`src/rtl/mem_stage_pkg.sv`:
```
// mem_stage_pkg: shared pipeline types, bus size codes and access helpers for the memory stage.
package mem_stage_pkg;
  localparam logic [1:0] MSIZE1 = 2'd0;
  localparam logic [1:0] MSIZE2 = 2'd1;
  localparam logic [1:0] MSIZE4 = 2'd2;
  typedef enum logic [3:0] {
    OP_NOP, OP_ALU, OP_LB, OP_LBU, OP_LH, OP_LHU, OP_LW,
    OP_SB, OP_SH, OP_SW, OP_MULT, OP_MFHI, OP_MFLO, OP_MTHI, OP_MTLO
  } op_t;
  typedef enum logic [1:0] {S_IDLE, S_ISSUE, S_WAIT, S_DONE} mem_state_t;
  typedef struct packed {
    op_t         OP;
    logic [4:0]  regw;
    logic [31:0] pc;
    logic [31:0] valA;
    logic [31:0] valB;
    logic        rm;
    logic        wm;
    logic        hi_r;
    logic        hi_w;
    logic        lo_r;
    logic        lo_w;
  } M_type;
  typedef struct packed {
    op_t         OP;
    logic [4:0]  regw;
    logic [31:0] pc;
    logic [31:0] valA;
  } W_type;
  function automatic logic [1:0] msize(op_t op);
    return (op == OP_LB || op == OP_LBU || op == OP_SB) ? MSIZE1 :
           (op == OP_LH || op == OP_LHU || op == OP_SH) ? MSIZE2 : MSIZE4;
  endfunction
  function automatic logic misaligned(op_t op, logic [1:0] a);
    return msize(op) == MSIZE2 ? a[0] : msize(op) == MSIZE4 ? (a != 2'd0) : 1'b0;
  endfunction
endpackage

```
`src/rtl/mem_align.sv`:
```
// mem_align: store lane steering/replication and load lane extraction with sign/zero extension.
module mem_align
  import mem_stage_pkg::*;
(
  input  op_t         op,
  input  logic [1:0]  off,
  input  logic [31:0] wdata,
  input  logic [31:0] rdata,
  output logic [3:0]  strobe,
  output logic [31:0] sdata,
  output logic [31:0] ldata
);
  logic [31:0] sh;
  logic [7:0]  b;
  logic [15:0] h;
  logic [1:0]  size;
  always_comb begin
    size   = msize(op);
    sh     = rdata >> {off, 3'b000};
    b      = sh[7:0];
    h      = off[1] ? rdata[31:16] : rdata[15:0];
    strobe = op == OP_SB ? 4'b0001 << off :
             op == OP_SH ? (off[1] ? 4'b1100 : 4'b0011) :
             op == OP_SW ? 4'b1111 : 4'b0000;
    sdata  = size == MSIZE1 ? {4{wdata[7:0]}} : size == MSIZE2 ? {2{wdata[15:0]}} : wdata;
    ldata  = op == OP_LB  ? {{24{b[7]}}, b} :
             op == OP_LBU ? {24'b0, b} :
             op == OP_LH  ? {{16{h[15]}}, h} :
             op == OP_LHU ? {16'b0, h} : rdata;
  end
endmodule

```
`src/rtl/mem_stage.sv`:
```
// mem_stage: MIPS memory stage - M register, data-bus handshake FSM, HI/LO and writeback bundle.
// Define MEM_ALIGN_CHECK_EN to flag misaligned half/word accesses instead of issuing them.
module mem_stage
  import mem_stage_pkg::*;
(
  input  logic        clk,
  input  logic        resetn,
  input  M_type       M_pre,
  input  logic        en,
  output logic        dreq_valid,
  output logic [31:0] dreq_addr,
  output logic [1:0]  dreq_size,
  output logic [3:0]  dreq_strobe,
  output logic [31:0] dreq_data,
  input  logic        dresp_addr_ok,
  input  logic        dresp_data_ok,
  input  logic [31:0] dresp_data,
  output logic        busy,
  output W_type       W_pre,
  output logic [31:0] hi,
  output logic [31:0] lo
`ifdef MEM_ALIGN_CHECK_EN
  ,
  output logic        addr_err
`endif
);
  M_type       m;
  mem_state_t  state, next;
  logic [31:0] rdata_q, ldata;
  logic        pre_mem, pre_mis, mis;
  assign pre_mem = M_pre.rm | M_pre.wm;
`ifdef MEM_ALIGN_CHECK_EN
  assign pre_mis  = pre_mem & misaligned(M_pre.OP, M_pre.valA[1:0]);
  assign mis      = (m.rm | m.wm) & misaligned(m.OP, m.valA[1:0]);
  assign addr_err = mis;
`else
  assign pre_mis = 1'b0;
  assign mis     = 1'b0;
`endif
  mem_align u_align (
    .op     (m.OP),
    .off    (m.valA[1:0]),
    .wdata  (m.valB),
    .rdata  (rdata_q),
    .strobe (dreq_strobe),
    .sdata  (dreq_data),
    .ldata  (ldata)
  );
  always_comb begin
    next = en ? (pre_mem ? (pre_mis ? S_DONE : S_ISSUE) : S_IDLE) :
           state == S_ISSUE ? (dresp_addr_ok ? (dresp_data_ok ? S_DONE : S_WAIT) : S_ISSUE) :
           state == S_WAIT  ? (dresp_data_ok ? S_DONE : S_WAIT) : state;
    dreq_valid   = state == S_ISSUE;
    busy         = state == S_ISSUE || state == S_WAIT;
    dreq_addr    = m.valA;
    dreq_size    = msize(m.OP);
    W_pre.OP     = m.OP;
    W_pre.pc     = m.pc;
    W_pre.regw   = ((m.rm && state != S_DONE) || mis) ? 5'd0 : m.regw;
    W_pre.valA   = m.rm ? ldata : m.hi_r ? hi : m.lo_r ? lo : m.valA;
  end
  always_ff @(posedge clk or negedge resetn) begin
    if (!resetn) begin
      m       <= '0;
      state   <= S_IDLE;
      hi      <= '0;
      lo      <= '0;
      rdata_q <= '0;
    end else begin
      state <= next;
      if (busy && next == S_DONE) rdata_q <= dresp_data;
      if (en) begin
        m <= M_pre;
        if (m.hi_w) hi <= m.valA;
        if (m.lo_w) lo <= m.hi_w ? m.valB : m.valA;
      end
    end
  end
endmodule

```
`config.mk`:
```
export PLATFORM = sky130hd
export DESIGN_NAME = mem_stage
export DESIGN_NICKNAME = d
export VERILOG_FILES = /design/src/rtl/mem_stage_pkg.sv /design/src/rtl/mem_align.sv /design/src/rtl/mem_stage.sv
export SDC_FILE = /design/constraint.sdc
export NUM_CORES = 1
export LEC_CHECK = 0
export BUFFER_PORTS_ARGS = -buffer_cell sky130_fd_sc_hd__buf_2
export CAP_MARGIN = 20
export CORE_AREA = 2 2 147 149
export DETAILED_ROUTE_END_ITERATION = 10
export DIE_AREA = 0 0 149 151
export PLACE_DENSITY = 0.85
export RECOVER_POWER = 25
export SETUP_SLACK_MARGIN = 0.3
export SLEW_MARGIN = 15
export SYNTH_ARGS = -nofsm -noshare
export SYNTH_HDL_FRONTEND = slang
export SYNTH_HIERARCHICAL = 1
export SYNTH_SLANG_ARGS = --single-unit
```
`constraint.sdc`:
```
create_clock -name clk -period 3.22 [get_ports clk]
set_input_delay 0.644 -clock clk [delete_from_list [all_inputs] [get_ports clk]]
set_output_delay 0.644 -clock clk [all_outputs]
set_load 0.01 [all_outputs]
```
==> results.toml, run 1 <==
[timing]
period_minus_slack_ps = 2920
tns_ps = 0
tightest_slew_ps = 2280
fin_skew_ps = 17.8
max_clock_freq_ghz = 0.343
rsz0062_at_grt = "yes"
period_share_pct = 90.7
timing.final.max_slew_violations = 83
slew_headroom_pct = -51.7
fin_worst_hold_slack_ps = 364
report.final.setup_viol = 0
hold_viol_final = 0

[synthesis]
synth_compound_area_share_pct = 8.50
syn_avg_cell_area_sq_um = 11.4
yosys.area_share.simple_pct = 6.88
synthFlopType = "dfrtp_1"
yosysSeqAreaShare_pct = 45.4
async_reset_ff_share_pct = 100
synthAdderAreaFrac_pct = 0.328
synthTopCellsByArea = "dfrtp_1 45%, mux2_2 16%, mux2i_1 8.6%"
yosysTopAreaCell = "dfrtp_1"
yosysTopAreaCellShare_pct = 45.4
synth-seq-cells = 208
muxShareOfSynthArea_pct = 30.1
yosysWarnings = 6
synth.most_common_cell = "dfrtp_1"
synth_edf_count = 0
synthXorXnorAreaFrac_pct = 0
syn_nets = 1158
synth_commonest_cells = "208 x dfrtp_1, 163 x mux2_2, 99 x mux2i_1"
synthCells = 1007
yosysUniqueCellTypes = 36
syn-cell-area_sq_um = 11500
synth_top_family_by_area = "multiplexers"

[floorplan]
initial_utilization_pct = 55.0
num_io_pins = 357
std_cell_rows = 53
die_w_microns = 149
die_h_microns = 151
coreArea_sq_um = 20800
die-area_sq_um = 22500

[outcome]
status = "finished with violations"
violations = "capacitance limit, slew limit"

[cts]
root_buffer = "clkbuf_16"
clkTransAtPathRegs_ps = 60
clockBufferDepth = 3
cts_tree = "built"
cts_sinks = 208
h-tree-depth = 1
cts_buffers = 23
clkLatencyLatePin_ps = 510

[detailed_routing]
drt_pass1_iterations = 5
antenna_left = 0
vias_per_cell = 5.73
wire_per_inst_microns = 22.3
drt_iter0_drc = 527
drc_errors = 0
wl_microns = 35300
via_count = 9068

[setup_path]
reg2regPathDepth = 6
crit_fanout = 8
critPathArrivalTime_ps = 2280
cp-end-kind = "primary output"
reg2reg_from = "state[1]"
critical_path_required_ps = 2580
timing.rr.end = "rdata_q[12]"
critPathKind = "flip-flop to primary output"
critPathLaunchType = "flip-flop"
r2r_slack_ps = 670

[pwr]
power_frac_clock_pct = 26.3
p_leak_uw = 0.00668
ir_drop_uv = 567
power_frac_seq_pct = 39.8
p_int_uw = 6270
p_per_area_nw_per_um2 = 686
p_sw_share_pct = 35.1
switchingPower_uw = 3390
p_comb_share_pct = 34.0

[flow_run]
drv_cap = 1

[placed_design]
hpwl_microns = 25200
globalplace.congestion = 0.892
post_dp_cell_area_sq_um = 12900
io_buffers = 356

[finish]
num-nets-final = 1442
multi_input_area_sq_um = 5380
fill_cells = 1527
final_area_sq_um = 14100
area_growth_pct = 23.0
seq_area_sq_um = 5220
drive_gt1_share_pct = 52.5

[min_path]
min_from = "M_pre[51]"
hold_depth = 2
hold_end = "dreq_addr[13]"
min_path_type = "input pin to flip-flop"

[global_route]
grt_first_pass_wirelength_microns = 52200
grt-ovfl-total = 0
grt_pass1_vias = 9065
antenna_found_initial = 2
grt_util_all_layers_pct = 30.2
grt_max_degree = 85
## registers in the layout (all words and copies together), names as in the netlist
name and count:
m 42, W_pre 36, dreq_addr 32, hi 32
lo 32, rdata_q 32, state 2
## layout by cell type, fill, tap and decap left out, types with 5 or more instances in the layout
cell type	instances
o311a_1	8
mux2_2	160
nand2_1	40
dfrtp_2	7
and2_1	5
o22ai_1	14
dfrtp_1	199
mux2i_2	5
nor3_1	11
mux2_4	34
o21ai_1	9
nor3b_1	9
mux2i_1	93
nor2_1	76
mux4_2	7
a311oi_1	5
buf_2	354
inv_1	15
a21oi_1	76
o21ai_0	44
buf_6	10
clkinv_2	7
clkbuf_8	7
buf_12	11
buf_4	31
clkbuf_16	23
## area by class of cell
class	instances	area share, %
Antenna cell	1	0.0178
Clock buffer	33	4.85
Clock inverter	8	0.302
Inverter	15	0.400
Multi-Input combinational cell	634	38.2
Sequential cell	208	37.1
Tap cell	275	2.44
Timing Repair Buffer	409	16.8
## cells by family (layout without fill, tap and decap cells)
family | after synthesis | in the layout
AOI/OAI and AO/OA | 165 | 165
adders and majority gates | 3 | 3
buffers and inverters | 165 | 465
DFF | 208 | 208
muxes | 300 | 300
other | 0 | 1
and+or+nand+nor | 166 | 166
## per-stage QoR
step | util [%] | instances | total power (uW) | setup slack (ps)
finish | 67.7 | 1583 | 9670 | 301
global route | 67.7 | 1583 | 10100 | 247
CTS | 66.6 | 1571 | 9510 | 301
detailed placement | 62.0 | 1515 | 6890 | 517
global placement | 62.0 | 1515 | 6790 | 549
floorplan | - | 1007 | 5700 | 840
## power groups by stage
stage	Sequential, uW	Clock (uW)	Combinational, uW
6_report	3850	2540	3280
2_1_floorplan	3650	0	2050
3_3_place_gp	3830	0	2970
5_1_grt	3900	2660	3510
3_5_place_dp	3850	0	3040
4_1_cts	3800	2560	3150
## routing by layer
| metal | vias to the layer above | routed length [microns] | track usage [%] |
|---|---|---|---|
| li1 | 4074 | - | - |
| met1 | 4458 | 13900 | 38.9 |
| met2 | 463 | 17500 | 51.5 |
| met3 | 73 | 2750 | 5.81 |
| met4 | 0 | 1060 | 9.86 |
| met5 | - | 0 | 0 |
## worst max-delay path, cell delays in order (launching register included)
cell and delay [ps]:
dfrtp_2 450, buf_6 140, nor3b_4 230, buf_6 210, mux2i_2 270, o22ai_2 120
nand2_1 90, o21ai_1 80, buf_2 170
## what timing repair did
| action | 4_1_cts | 5_1_grt |
|---|---|---|
| gates resized for setup | 14 | 45 |
| setup endpoints to repair | 56 | 45 |
| hold buffers | 0 | 0 |
| cloned | 0 | 1 |
| buffers inserted | 15 | 10 |
| pin swaps | 3 | 11 |
| endpoints found under the hold margin | 0 | 0 |
## how the worst max path moves through the flow
stage / startpoint / endpoint / slack (ps) / cells past startpoint
finish: W_pre[72] / W_pre[28] / 300 / 8
floorplan: W_pre[71] / W_pre[10] / 840 / 7
CTS: dreq_addr[0] / W_pre[1] / 300 / 7
global route: dreq_addr[1] / W_pre[18] / 250 / 8
detailed placement: W_pre[72] / dreq_data[14] / 520 / 5
global placement: W_pre[72] / dreq_data[14] / 550 / 5
(Power assumes the default switching activity.)
==> run 2, diff against run 1 <==
--- a/config.mk
+++ b/config.mk
@@ -7,10 +7,11 @@
 export LEC_CHECK = 0
 export BUFFER_PORTS_ARGS = -buffer_cell sky130_fd_sc_hd__buf_2
 export CAP_MARGIN = 20
-export CORE_AREA = 2 2 147 149
+export CORE_AREA = 2 2 144 146
+export CTS_BUF_LIST = sky130_fd_sc_hd__clkbuf_8
 export DETAILED_ROUTE_END_ITERATION = 10
-export DIE_AREA = 0 0 149 151
-export PLACE_DENSITY = 0.85
+export DIE_AREA = 0 0 146 148
+export PLACE_DENSITY = 0.88
 export RECOVER_POWER = 25
 export SETUP_SLACK_MARGIN = 0.3
 export SLEW_MARGIN = 15
==> run 2 against run 1 <==
  * Total power down 1.7%
  * Cell count rose by 1.3%
  * Critical path depth decreased by 2
  * Clock skew shrank 5.0 ps
  * The flow still finishes with violations (capacitance limit, slew limit)
  * Utilization up 3.6 points
  * Largest power group unchanged
  * Critical endpoint is now W_pre[19]
  * Highest routed layer unchanged
  * Sequential power about the same
  * Sequential cell count unchanged
  * Worst setup slack got worse by 50 ps
==> results.toml, run 2 (synthesized netlist as in run 1, its figures left out) <==
[outcome]
status = "finished with violations"
violations = "capacitance limit, slew limit"

[global_route]
grt_util_all_layers_pct = 32.0
grt_first_pass_wirelength_microns = 53700
grt-ovfl-total = 0
grt_max_degree = 112
antenna_found_initial = 1
grt_pass1_vias = 9275

[timing]
period_minus_slack_ps = 2970
fin_skew_ps = 12.8
period_share_pct = 92.2
fin_worst_hold_slack_ps = 348
report.final.setup_viol = 0
timing.final.max_slew_violations = 84
max_clock_freq_ghz = 0.337
setup_slack_ps = 251
slew_headroom_pct = -53.6
hold_viol_final = 0
tightest_slew_ps = 2300
tns_ps = 0
rsz0062_at_grt = "yes"

[placed_design]
io_buffers = 356
globalplace.congestion = 0.945
pre_cts_slack_ps = 425
post_dp_cell_area_sq_um = 12900
hpwl_microns = 25100

[setup_path]
crit_fanout = 11
critPathKind = "flip-flop to primary output"
cpPeakStageDelay_ps = 500
critical_path_required_ps = 2580
critPathSlowestCell = "dfrtp_2"
cp-end-kind = "primary output"
critPathArrivalTime_ps = 2330
path_cells = "or3b_4 -> buf_4 -> o22ai_1 -> nand2_1 -> o21ai_1 -> buf_2"
critPathLaunchType = "flip-flop"

[finish]
area_growth_pct = 24.6
num-nets-final = 1463
fill_cells = 1450
regMostFlops = "m"
drive_gt1_share_pct = 52.5
largest_reg_flops = 42
layout_commonest_cell = "buf_2"
most-common-layout-cells = "346 x buf_2, 198 x dfrtp_1, 150 x mux2_2, 95 x mux2i_1, 77 x nor2_1"
post-route-util_pct = 71.2
final_area_sq_um = 14300

[detailed_routing]
wl_microns = 35700
wire_per_inst_microns = 22.3
antenna_left = 0
drt_iter0_drc = 578
drc_errors = 0
via_count = 9252
vias_per_cell = 5.77
drt_pass1_iterations = 5

[cts]
clkTransAtPathRegs_ps = 60
root_buffer = "clkbuf_8"
cts_sinks = 208
clkLatencyLatePin_ps = 530
h-tree-depth = 2
cts_tree = "built"
cts_buffers = 36
hold_buffers = 0
clockBufferDepth = 3

[flow_run]
drv_cap = 1

[floorplan]
std_cell_rows = 52
coreArea_sq_um = 20000
die_h_microns = 148
die-area_sq_um = 21600
num_io_pins = 357
initial_utilization_pct = 57.2
die_w_microns = 146

[pwr]
p_leak_uw = 0.00683
ir_drop_uv = 422
p_per_area_nw_per_um2 = 665

[min_path]
min_path_type = "input pin to flip-flop"
## run 2: changes by cell type in the layout (fill, tap and decap cells not counted), moves of 6 or more
cell       delta
clkbuf_8     +35
clkbuf_16    -22
inv_1        +12
o21ai_0      -11
mux2_2       -10
mux2_4       +10
o21ai_1      +10
buf_2         -8
buf_6         +8
clkinv_2      -6
## run 2: power by group
group | internal (uW) | total, uW | switching [uW]
sequential | 3160 | 3880 | 719
combinational | 1700 | 3320 | 1620
clock | 1260 | 2310 | 1050
## run 2: worst paths after layout
| path | start | endpoint | slack, ps | cells past startpoint |
|---|---|---|---|---|
| max | W_pre[72] | W_pre[19] | 250 | 6 |
| min | dresp_data[29] | rdata_q[29] | 350 | 2 |
| max reg2reg | state[0] | rdata_q[2] | 900 | 7 |
| min reg2reg | m[102] | m[102] | 500 | 1 |
| max in group asynchronous | resetn | m[1] | 750 | 1 |
| min in group asynchronous | resetn | hi[6] | 780 | 1 |
## run 2: critical path, delay by kind of cell (launching register included)
family	cells	cell delay, ps
and+or+nand+nor	2	540
DFF	1	500
AOI/OAI and AO/OA	2	380
buffers and inverters	2	370
## run 2: what timing repair did
item,CTS,global route
gates resized for setup,28,63
gates cloned,3,1
pin swaps,5,10
endpoints found under the setup margin,59,61
setup buffers,23,12
## run 2: metrics by stage
stage / power, uW / std cells
2_1_floorplan: 5700 / 1007
3_3_place_gp: 6790 / 1505
3_5_place_dp: 6880 / 1505
4_1_cts: 9330 / 1590
5_1_grt: 9940 / 1604
6_report: 9500 / 1604
## run 2: area by class of cell
type / instances / area (sq um) / area share [%]
multi-input cells: 635 / 5420 / 38.0
well taps: 270 / 338 / 2.37
repair buffers: 416 / 2560 / 17.9
clock buffers: 42 / 578 / 4.05
flip-flops and latches: 208 / 5230 / 36.6
inverters: 15 / 56.3 / 0.394
clock inverters: 17 / 103 / 0.719
diodes: 1 / 2.50 / 0.0175
## run 2: layer usage
metal  wire length, microns  vias to the layer above  global-route usage (%)
met5                      0                        -                       0
met2                  17200                      505                    53.3
met3                   3180                      109                    7.59
li1                       -                     4128                       -
met1                  13800                     4510                    39.9
met4                   1600                        0                    14.3
